File: src/rtl/pipe_ctrl_chain_if.sv
// Handshake/bus bundle between the decoder, the control-word chain and the datapath stage muxes.
interface pipe_ctrl_chain_if #(
    parameter int unsigned WIDTH  = 32,
    parameter int unsigned STAGES = 4
);
    logic [WIDTH-1:0]        new_word;
    logic                    new_valid;
    logic [STAGES-1:0]       flush;
    logic [STAGES-1:0]       hold;
    logic                    i_resp;
    logic                    d_resp;
    logic [STAGES*WIDTH-1:0] stage_word;
    logic [STAGES-1:0]       stage_valid;
    logic                    stall;

    modport master (
        output new_word, new_valid, flush, hold, i_resp, d_resp,
        input  stage_word, stage_valid, stall
    );

    modport slave (
        input  new_word, new_valid, flush, hold, i_resp, d_resp,
        output stage_word, stage_valid, stall
    );
endinterface

File: src/rtl/pipe_ctrl_chain.sv
// Parametrised control-word pipeline chain with flush, hazard hold/bubble and cache stall.
// Define PIPE_CTRL_PERF_EN to add saturating stall/hold/flush performance counters.
module pipe_ctrl_chain #(
    parameter int unsigned     WIDTH     = 32,
    parameter int unsigned     STAGES    = 4,
    parameter int unsigned     MEM_STAGE = 2,
    parameter int unsigned     RD_BIT    = 0,
    parameter int unsigned     WR_BIT    = 1,
    parameter logic [WIDTH-1:0] BUBBLE   = '0
) (
    input  logic               clk,
    input  logic               rst,
    pipe_ctrl_chain_if.slave   bus
`ifdef PIPE_CTRL_PERF_EN
    ,
    output logic [31:0]        stall_cycles,
    output logic [31:0]        hold_cycles,
    output logic [31:0]        flush_count
`endif
);

    logic [WIDTH-1:0]  word_q   [STAGES];
    logic [WIDTH-1:0]  word_d   [STAGES];
    logic [WIDTH-1:0]  src_word [STAGES];
    logic [STAGES-1:0] valid_q;
    logic [STAGES-1:0] valid_d;
    logic [STAGES-1:0] src_valid;
    logic [STAGES-1:0] keep;
    logic [STAGES-1:0] bubble;
    logic              hold_acc;
    logic              d_seen_q;
    logic              d_seen_d;
    logic [WIDTH-1:0]  mem_word;
    logic              d_req;
    logic              d_done;
    logic              stall_c;

    // Data-cache request comes from the word sitting in the memory stage
    assign mem_word = word_q[MEM_STAGE];
    assign d_req    = valid_q[MEM_STAGE] & (mem_word[RD_BIT] | mem_word[WR_BIT]);
    assign d_done   = bus.d_resp | d_seen_q;
    assign stall_c  = ~bus.i_resp | (d_req & ~d_done);

    // An early data response is remembered until the I-cache catches up
    always_comb begin
        d_seen_d = 1'b0;
        if (stall_c) begin
            d_seen_d = d_seen_q | (bus.d_resp & d_req);
        end
    end

    // keep[k]: some hold bit at index >= k; bubble goes just below the highest hold
    always_comb begin
        keep     = '0;
        bubble   = '0;
        hold_acc = 1'b0;
        for (int k = int'(STAGES) - 1; k >= 0; k--) begin
            hold_acc = hold_acc | bus.hold[k];
            keep[k]  = hold_acc;
        end
        for (int k = 1; k < int'(STAGES); k++) begin
            bubble[k] = keep[k-1] & ~keep[k];
        end
    end

    // Next contents per stage: flush wins over hold, bubble and advance
    always_comb begin
        src_word[0]  = bus.new_word;
        src_valid[0] = bus.new_valid;
        for (int k = 1; k < int'(STAGES); k++) begin
            src_word[k]  = word_q[k-1];
            src_valid[k] = valid_q[k-1];
        end
        valid_d = '0;
        for (int k = 0; k < int'(STAGES); k++) begin
            word_d[k]  = src_word[k];
            valid_d[k] = src_valid[k];
            if (keep[k]) begin
                word_d[k]  = word_q[k];
                valid_d[k] = valid_q[k];
            end else if (bubble[k]) begin
                word_d[k]  = BUBBLE;
                valid_d[k] = 1'b0;
            end
            if (bus.flush[k]) begin
                word_d[k]  = BUBBLE;
                valid_d[k] = 1'b0;
            end
        end
    end

    always_ff @(posedge clk or negedge rst) begin
        if (!rst) begin
            for (int k = 0; k < int'(STAGES); k++) begin
                word_q[k] <= BUBBLE;
            end
            valid_q  <= '0;
            d_seen_q <= 1'b0;
        end else begin
            d_seen_q <= d_seen_d;
            if (!stall_c) begin
                for (int k = 0; k < int'(STAGES); k++) begin
                    word_q[k] <= word_d[k];
                end
                valid_q <= valid_d;
            end
        end
    end

    for (genvar g = 0; g < int'(STAGES); g++) begin : g_out
        assign bus.stage_word[g*WIDTH +: WIDTH] = word_q[g];
    end
    assign bus.stage_valid = valid_q;
    assign bus.stall       = stall_c;

`ifdef PIPE_CTRL_PERF_EN
    localparam int unsigned HIT_W = $clog2(STAGES + 1);

    logic [HIT_W-1:0] flush_hits;
    logic [32:0]      flush_sum;

    always_comb begin
        flush_hits = '0;
        for (int k = 0; k < int'(STAGES); k++) begin
            flush_hits = flush_hits + HIT_W'(bus.flush[k] & valid_q[k]);
        end
        flush_sum = {1'b0, flush_count} + 33'(flush_hits);
    end

    // Saturating counters
    always_ff @(posedge clk or negedge rst) begin
        if (!rst) begin
            stall_cycles <= '0;
            hold_cycles  <= '0;
            flush_count  <= '0;
        end else if (stall_c) begin
            if (stall_cycles != 32'hFFFF_FFFF) begin
                stall_cycles <= stall_cycles + 32'd1;
            end
        end else begin
            if ((|bus.hold) && (hold_cycles != 32'hFFFF_FFFF)) begin
                hold_cycles <= hold_cycles + 32'd1;
            end
            flush_count <= flush_sum[32] ? 32'hFFFF_FFFF : flush_sum[31:0];
        end
    end
`endif

endmodule

File: src/flat_wrapper.sv
// flat-port wrapper written by rule: the top's interface ports become plain ports
module pipe_ctrl_chain_flat 
#(
    parameter int unsigned     WIDTH     = 32,
    parameter int unsigned     STAGES    = 4,
    parameter int unsigned     MEM_STAGE = 2,
    parameter int unsigned     RD_BIT    = 0,
    parameter int unsigned     WR_BIT    = 1,
    parameter logic [WIDTH-1:0] BUBBLE   = '0
)
  (clk, rst, bus_new_word, bus_new_valid, bus_flush, bus_hold, bus_i_resp, bus_d_resp, bus_stage_word, bus_stage_valid, bus_stall);
  pipe_ctrl_chain_if #(.WIDTH(WIDTH), .STAGES(STAGES)) bus_i ();
  input  logic clk;
  input  logic rst;
  input wire logic [$bits(bus_i.new_word)-1:0] bus_new_word;
  input wire logic [$bits(bus_i.new_valid)-1:0] bus_new_valid;
  input wire logic [$bits(bus_i.flush)-1:0] bus_flush;
  input wire logic [$bits(bus_i.hold)-1:0] bus_hold;
  input wire logic [$bits(bus_i.i_resp)-1:0] bus_i_resp;
  input wire logic [$bits(bus_i.d_resp)-1:0] bus_d_resp;
  output wire logic [$bits(bus_i.stage_word)-1:0] bus_stage_word;
  output wire logic [$bits(bus_i.stage_valid)-1:0] bus_stage_valid;
  output wire logic [$bits(bus_i.stall)-1:0] bus_stall;
  assign bus_i.new_word = bus_new_word;
  assign bus_i.new_valid = bus_new_valid;
  assign bus_i.flush = bus_flush;
  assign bus_i.hold = bus_hold;
  assign bus_i.i_resp = bus_i_resp;
  assign bus_i.d_resp = bus_d_resp;
  assign bus_stage_word = bus_i.stage_word;
  assign bus_stage_valid = bus_i.stage_valid;
  assign bus_stall = bus_i.stall;
  pipe_ctrl_chain #(.WIDTH(WIDTH), .STAGES(STAGES), .MEM_STAGE(MEM_STAGE), .RD_BIT(RD_BIT), .WR_BIT(WR_BIT), .BUBBLE(BUBBLE)) u_core (.clk(clk), .rst(rst), .bus(bus_i));
endmodule
File: config.mk
export PLATFORM = sky130hd
export DESIGN_NAME = pipe_ctrl_chain_flat
export DESIGN_NICKNAME = d
export VERILOG_FILES = /design/src/rtl/pipe_ctrl_chain_if.sv /design/src/rtl/pipe_ctrl_chain.sv /design/src/flat_wrapper.sv
export SDC_FILE = /design/constraint.sdc
export NUM_CORES = 1
export LEC_CHECK = 0
export ABC_AREA = 1
export CORE_AREA = 2 2 159 161
export DETAILED_ROUTE_END_ITERATION = 12
export DIE_AREA = 0 0 161 163
export MAX_ROUTING_LAYER = met4
export SYNTH_ARGS = -nofsm -noshare
export SYNTH_HDL_FRONTEND = slang
export SYNTH_SLANG_ARGS = --single-unit
export TNS_END_PERCENT = 10
File: constraint.sdc
create_clock -name clk -period 1.7 [get_ports clk]
set_input_delay 0.34 -clock clk [delete_from_list [all_inputs] [get_ports clk]]
set_output_delay 0.34 -clock clk [all_outputs]
set_load 0.02 [all_outputs]
==> impl_metrics.json, run 1 <==
{
  "outcome": "finished clean",
  "clock_path_buffers": 2,
  "globalRouteTotalUtil": 0.140,
  "worstPathMaxFanout": 4,
  "worst-path-stages": 4,
  "syn_nets": 780,
  "ant_nets": 0,
  "crit-reg2reg-launch": "u_core.d_seen_q$_DFF_PN0_",
  "grt_first_pass_wirelength_mm": 27.9,
  "post_place_worst_slack_ps": -125,
  "grt_antenna_before_repair": 0,
  "die_width_um": 161,
  "ctsRootBufferMaster": "sky130_fd_sc_hd__clkbuf_16",
  "cpLargestDelayFamily": "flip-flops",
  "floorplan.rows": 58,
  "ys_types": 22,
  "finalClockSkew_ps": 8.15,
  "timing.slew.headroom": 0.752,
  "setup.worst_path.class": "reg2out",
  "min-delay-path-class": "in2async",
  "max_cap_viol_count": 0,
  "wl_per_cell_um": 13.6,
  "yosys.area_share.adder": 0,
  "fin_hold_ws_ps": 418,
  "fin_crit_sh": 0.987,
  "htreeDepth": 4,
  "cell_count_of_the_worst_reg_to_reg_path": 8,
  "timing.final.max_slew_violations": 0,
  "r2r-end": "u_core.bus.stage_valid[1]$_DFFE_PN0P_",
  "critPathSlowestCell": "sky130_fd_sc_hd__dfrtp_1",
  "synthesis.yosys.warnings": 0,
  "clk_latency_ps": 410,
  "design.die.area_um2": 26200,
  "gp_congestion": 0.777,
  "synthXorXnorAreaFrac": 0,
  "tritoncts.num_buffers": 17,
  "grt_setup_unrepaired": "true",
  "post_synthesis_compound_gate_area_fraction": 0.0729,
  "post_route_cells_drive_above_1_share": 0.121,
  "synth_simple_gate_area_frac": 0.283,
  "power_density_nw_per_um2": 926,
  "critPathLaunchType": "flip-flop",
  "postSynthRegisterBits": 133,
  "post_synth_inst_count": 735,
  "worst-path-buf-inv": 1,
  "place.detailed.hpwl_mm": 13.0,
  "mostFrequentLayoutCells": "256 x sky130_fd_sc_hd__nand2_1, 133 x sky130_fd_sc_hd__dfrtp_1, 132 x sky130_fd_sc_hd__dlygate4sd2_1, 72 x sky130_fd_sc_hd__inv_1, 67 x sky130_fd_sc_hd__nand3_1",
  "port_buffers": 177,
  "timing.final.ws_setup_ps": 22.4,
  "reg2reg_setup_slack_ps": 230,
  "coreArea_um2": 24700,
  "drtPass1Iterations": 4,
  "max_clock_freq_mhz": 596,
  "total_non_filler_cell_area_in_the_finished_layout_um2": 8850,
  "irDropWorstVdd_mv": 0.463,
  "total_power_mw": 8.20,
  "n_antenna_cell": 0,
  "final.min_clock_period_ps": 1680,
  "worst_ep_required_time_ps": 1360,
  "setup_tns_ps": 0,
  "drtIter0Drc": 246,
  "final_hold_viol_count": 0,
  "vias_in_the_first_global_route": 5009,
  "p_leak_nw": 4.77,
  "detailed_place.area_um2": 8360,
  "setup_viol_count_final": 0,
  "layout_commonest_cell": "sky130_fd_sc_hd__nand2_1",
  "worstSetupEndpoint": "bus_stall",
  "delay_contributed_by_the_slowest_stage_of_the_critical_path_ps": 410,
  "portion_of_the_post_synthesis_area_used_by_sequential_elements": 0.552,
  "end_kind": "output port",
  "cts.sinks": 133,
  "synth_top_family_by_area": "simple AND/OR/NAND/NOR gates",
  "io_pins": 178,
  "viasPerCell": 3.99,
  "worst_ep_arrival_time_ps": 1340,
  "syn_area_per_cell_um2": 8.20,
  "place.detailed.instances": 1229,
  "yosys-mux-area-fraction": 0,
  "tritoncts": "built",
  "finish.net_count": 972,
  "finish.cell_count_without_fillers": 1270,
  "floorplan.initialDensity": 0.244,
  "finish.utilization": 0.359,
  "area.growth.synth_to_final_pct": 46.9,
  "globalRoute.totalOverflow": 0,
  "max_slew.worst_pin.slew_ps": 371,
  "clk_pin_slew_worst_setup_hold_paths_ps": 60,
  "startpoint": "u_core.d_seen_q$_DFF_PN0_",
  "netlist_area_um2": 6030,
  "detailroute.via_count": 5073,
  "remaining_drcs": 0,
  "worstPathCellList": "nor2_4 > nand3_4 > nand2_4 > buf_6",
  "maximum_number_of_pins_on_one_net_before_global_route_repair": 45,
  "vertical_die_dimension_um": 163,
  "route.final.wire_length_mm": 17.2
}
-- flip-flops by register name, summed over array words and instances (netlist names) --
register	cells
u_core.mem_word	32
u_core.d_seen_q	1
u_core.bus.stage_valid	4
u_core.bus.stage_word	96
-- cell usage after synthesis, drive strengths merged --
master  count  area share
nand2     270        0.17
o21bai      1      0.0012
buf        35       0.039
nand3      72       0.064
o21ai      66       0.065
nor3        1     0.00083
or2         1      0.0010
a21oi       3      0.0062
dfrtp     133        0.55
clkbuf     11      0.0069
nor2       68       0.044
inv        74       0.046
-- repair_timing --
action,CTS,global route
pin swaps,0,1
hold buffers,1,0
endpoints found under the hold margin,33,0
endpoints found under the setup margin,133,1
setup buffers,0,8
resized for setup,134,3
-- how the worst min path moves through the flow --
| stage | from | to | slack [ps] | cells past startpoint |
|---|---|---|---|---|
| 6_report | rst | u_core.bus.stage_word[123]$_DFFE_PN0P_ | 420 | 2 |
| 3_3_place_gp | rst | u_core.bus.stage_word[123]$_DFFE_PN0P_ | 270 | 1 |
| 4_1_cts | rst | u_core.bus.stage_word[123]$_DFFE_PN0P_ | 390 | 2 |
| 5_1_grt | rst | u_core.bus.stage_word[123]$_DFFE_PN0P_ | 440 | 2 |
| 2_1_floorplan | rst | u_core.bus.stage_valid[0]$_DFFE_PN0P_ | 40 | 0 |
| 3_5_place_dp | rst | u_core.bus.stage_word[123]$_DFFE_PN0P_ | 270 | 1 |
-- kinds of logic (layout without fill, tap and decap cells) --
| logic type | Yosys count | in the layout |
|---|---|---|
| compound gates | 70 | 70 |
| buf+inv | 120 | 325 |
| flops | 133 | 133 |
| simple gates | 412 | 412 |
-- layout make-up --
cell class	count	area (um^2)
multi-input combinational	482	2170
timing repair buffer	219	2100
fill	2647	15800
tap	330	413
clock inverter	8	73.8
clock buffer	24	492
inverter	74	278
sequential	133	3330
-- layer usage --
layer | routed length, um | global-route usage | part of all wire | vias up
met3 | 559 | 0.0267 | 0.032 | 16
li1 | - | - | - | 2659
met4 | 345 | 0.0487 | 0.020 | 0
met5 | 0 | - | 0 | -
met1 | 8290 | 0.188 | 0.48 | 2295
met2 | 8030 | 0.212 | 0.47 | 103
-- report_power, final --
group	switching [mW]	internal [mW]	leakage, nW
sequential	0.147	3.33	1.82
clock	1.32	2.16	0.276
combinational	0.751	0.487	2.67
total	2.22	5.98	4.77
Power figures use the tool's default switching activity.
==> run 2: changes to the inputs <==
--- a/config.mk
+++ b/config.mk
@@ -13,4 +13,3 @@
 export SYNTH_ARGS = -nofsm -noshare
 export SYNTH_HDL_FRONTEND = slang
 export SYNTH_SLANG_ARGS = --single-unit
-export TNS_END_PERCENT = 10
==> results of run 2 <==
Final layout, timing and power as in run 1 (identical DEF).
==> run 3: changes to the inputs <==
--- a/config.mk
+++ b/config.mk
@@ -9,7 +9,9 @@
 export CORE_AREA = 2 2 159 161
 export DETAILED_ROUTE_END_ITERATION = 12
 export DIE_AREA = 0 0 161 163
+export GPL_ROUTABILITY_DRIVEN = 1
 export MAX_ROUTING_LAYER = met4
+export SETUP_SLACK_MARGIN = 0.05
 export SYNTH_ARGS = -nofsm -noshare
 export SYNTH_HDL_FRONTEND = slang
 export SYNTH_SLANG_ARGS = --single-unit
==> impl_metrics.json, run 3 (synthesis results as in run 1) <==
{
  "outcome": "finished clean",
  "crit-reg2reg-launch": "u_core.d_seen_q$_DFF_PN0_",
  "htreeDepth": 4,
  "finish.net_count": 972,
  "max_slew.worst_pin.slew_ps": 371,
  "ant_nets": 0,
  "end_kind": "output port",
  "setup.worst_path.class": "reg2out",
  "globalRouteTotalUtil": 0.140,
  "place.detailed.instances": 1229,
  "area.growth.synth_to_final_pct": 46.9,
  "top_layer_used": "met4",
  "floorplan.initialDensity": 0.244,
  "io_pins": 178,
  "port_buffers": 177,
  "remaining_drcs": 0,
  "tritoncts": "built",
  "route.final.wire_length_mm": 17.2,
  "finalClockSkew_ps": 8.15,
  "post_route_cells_drive_above_1_share": 0.122,
  "viasPerCell": 3.99,
  "gp_congestion": 0.777,
  "post_place_worst_slack_ps": -125,
  "grt_first_pass_wirelength_mm": 27.9,
  "clk_latency_ps": 410,
  "die_width_um": 161,
  "grt_setup_unrepaired": "true",
  "layout_commonest_cell": "sky130_fd_sc_hd__nand2_1",
  "fin_hold_ws_ps": 418,
  "ctsRootBufferMaster": "sky130_fd_sc_hd__clkbuf_16",
  "fin_crit_sh": 0.987,
  "max_clock_freq_mhz": 596,
  "timing.slew.headroom": 0.752,
  "critPathLaunchType": "flip-flop",
  "wl_per_cell_um": 13.6,
  "detailroute.via_count": 5073,
  "cell_count_of_the_worst_reg_to_reg_path": 8,
  "globalRoute.totalOverflow": 0,
  "min-delay-path-class": "in2async",
  "setup_tns_ps": 0,
  "p_leak_nw": 4.76,
  "total_area_of_sequential_cells_um2": 3330,
  "place.detailed.hpwl_mm": 13.0,
  "timing.final.max_slew_violations": 0,
  "irDropWorstVdd_mv": 0.463,
  "tritoncts.num_buffers": 17,
  "vertical_die_dimension_um": 163,
  "floorplan.rows": 58,
  "setup_viol_count_final": 0,
  "cts.sinks": 133,
  "clock_path_buffers": 2,
  "worst_ep_required_time_ps": 1360,
  "timing.final.ws_setup_ps": 22.4,
  "multi_input_comb_area_um2": 2170,
  "final.min_clock_period_ps": 1680,
  "vias_in_the_first_global_route": 5009,
  "design.die.area_um2": 26200,
  "maximum_number_of_pins_on_one_net_before_global_route_repair": 45,
  "drtPass1Iterations": 4,
  "met2RoutedLength_mm": 8.03,
  "largest_register_ffs": 96,
  "met3_wirelength_um": 560,
  "mostFrequentLayoutCells": "256 x sky130_fd_sc_hd__nand2_1, 133 x sky130_fd_sc_hd__dfrtp_1, 131 x sky130_fd_sc_hd__dlygate4sd2_1, 72 x sky130_fd_sc_hd__inv_1, 67 x sky130_fd_sc_hd__nand3_1",
  "n_antenna_cell": 0,
  "final_hold_viol_count": 0,
  "coreArea_um2": 24700,
  "drtIter0Drc": 246,
  "clk_pin_slew_worst_setup_hold_paths_ps": 60,
  "worstPathMaxFanout": 4,
  "fill_cells": 2648,
  "grt_antenna_before_repair": 0,
  "worst_ep_arrival_time_ps": 1340,
  "power_density_nw_per_um2": 926,
  "route.layer.met1.wl_mm": 8.29,
  "max_cap_viol_count": 0,
  "startpoint": "u_core.d_seen_q$_DFF_PN0_",
  "finish.cell_count_without_fillers": 1270
}
[run 3: cell types whose count changed in the layout (fill, tap and decap cells not counted), sizes merged]
cell	previous run	this run
buf	43	44
dlygate4sd2	132	131
[run 3: what timing repair did]
| item | in CTS | in global routing |
|---|---|---|
| setup endpoints to repair | 133 | 1 |
| buffers inserted | 0 | 8 |
| hold buffers | 1 | 0 |
| pin swaps | 0 | 1 |
| hold endpoints to repair | 33 | 0 |
| resized for setup | 134 | 4 |
[run 3: power breakdown]
group	switching (mW)	internal, mW	total [mW]
Clock	1.32	2.16	3.48
Sequential	0.147	3.33	3.48
Combinational	0.752	0.487	1.24
Total	2.22	5.98	8.20
[run 3: per-stage QoR]
step | cell area (um^2) | total power [mW] | util
after floorplan | 6030 | 4.16 | -
after global placement | 8360 | 4.90 | 0.339
after detailed placement | 8360 | 4.91 | 0.339
after CTS | 8780 | 8.33 | 0.356
after global routing | 8850 | 8.59 | 0.359
final | 8850 | 8.20 | 0.359
[run 3: area by class of cell]
class | count | share of cell area
clock inverter | 8 | 0.00834
sequential | 133 | 0.376
inverter | 74 | 0.0314
tap | 330 | 0.0466
multi-input combinational | 482 | 0.245
timing repair buffer | 219 | 0.237
clock buffer | 24 | 0.0555
[run 3: path summary, 6_finish.rpt]
| check | end | slack [ps] |
|---|---|---|
| worst max-delay path | bus_stall | 20 |
| worst min-delay path | u_core.bus.stage_word[123]$_DFFE_PN0P_ | 420 |
| worst max register to register | u_core.bus.stage_valid[1]$_DFFE_PN0P_ | 230 |
| worst min register to register | u_core.bus.stage_word[96]$_DFFE_PN0P_ | 480 |
| max in group asynchronous | u_core.mem_word[8]$_DFFE_PN0P_ | 700 |
| min in group clk | u_core.bus.stage_word[96]$_DFFE_PN0P_ | 480 |
[run 3: routing by layer]
layer	vias to the layer above	GRT usage
li1	2659	-
met1	2295	0.188
met2	103	0.212
met3	16	0.0267
met4	0	0.0487
met5	-	-
[run 3: critical path: stages, from the launching register on]
cell and delay (ps):
sky130_fd_sc_hd__dfrtp_1 410, sky130_fd_sc_hd__nor2_4 150, sky130_fd_sc_hd__nand3_4 130, sky130_fd_sc_hd__nand2_4 100, sky130_fd_sc_hd__buf_6 130
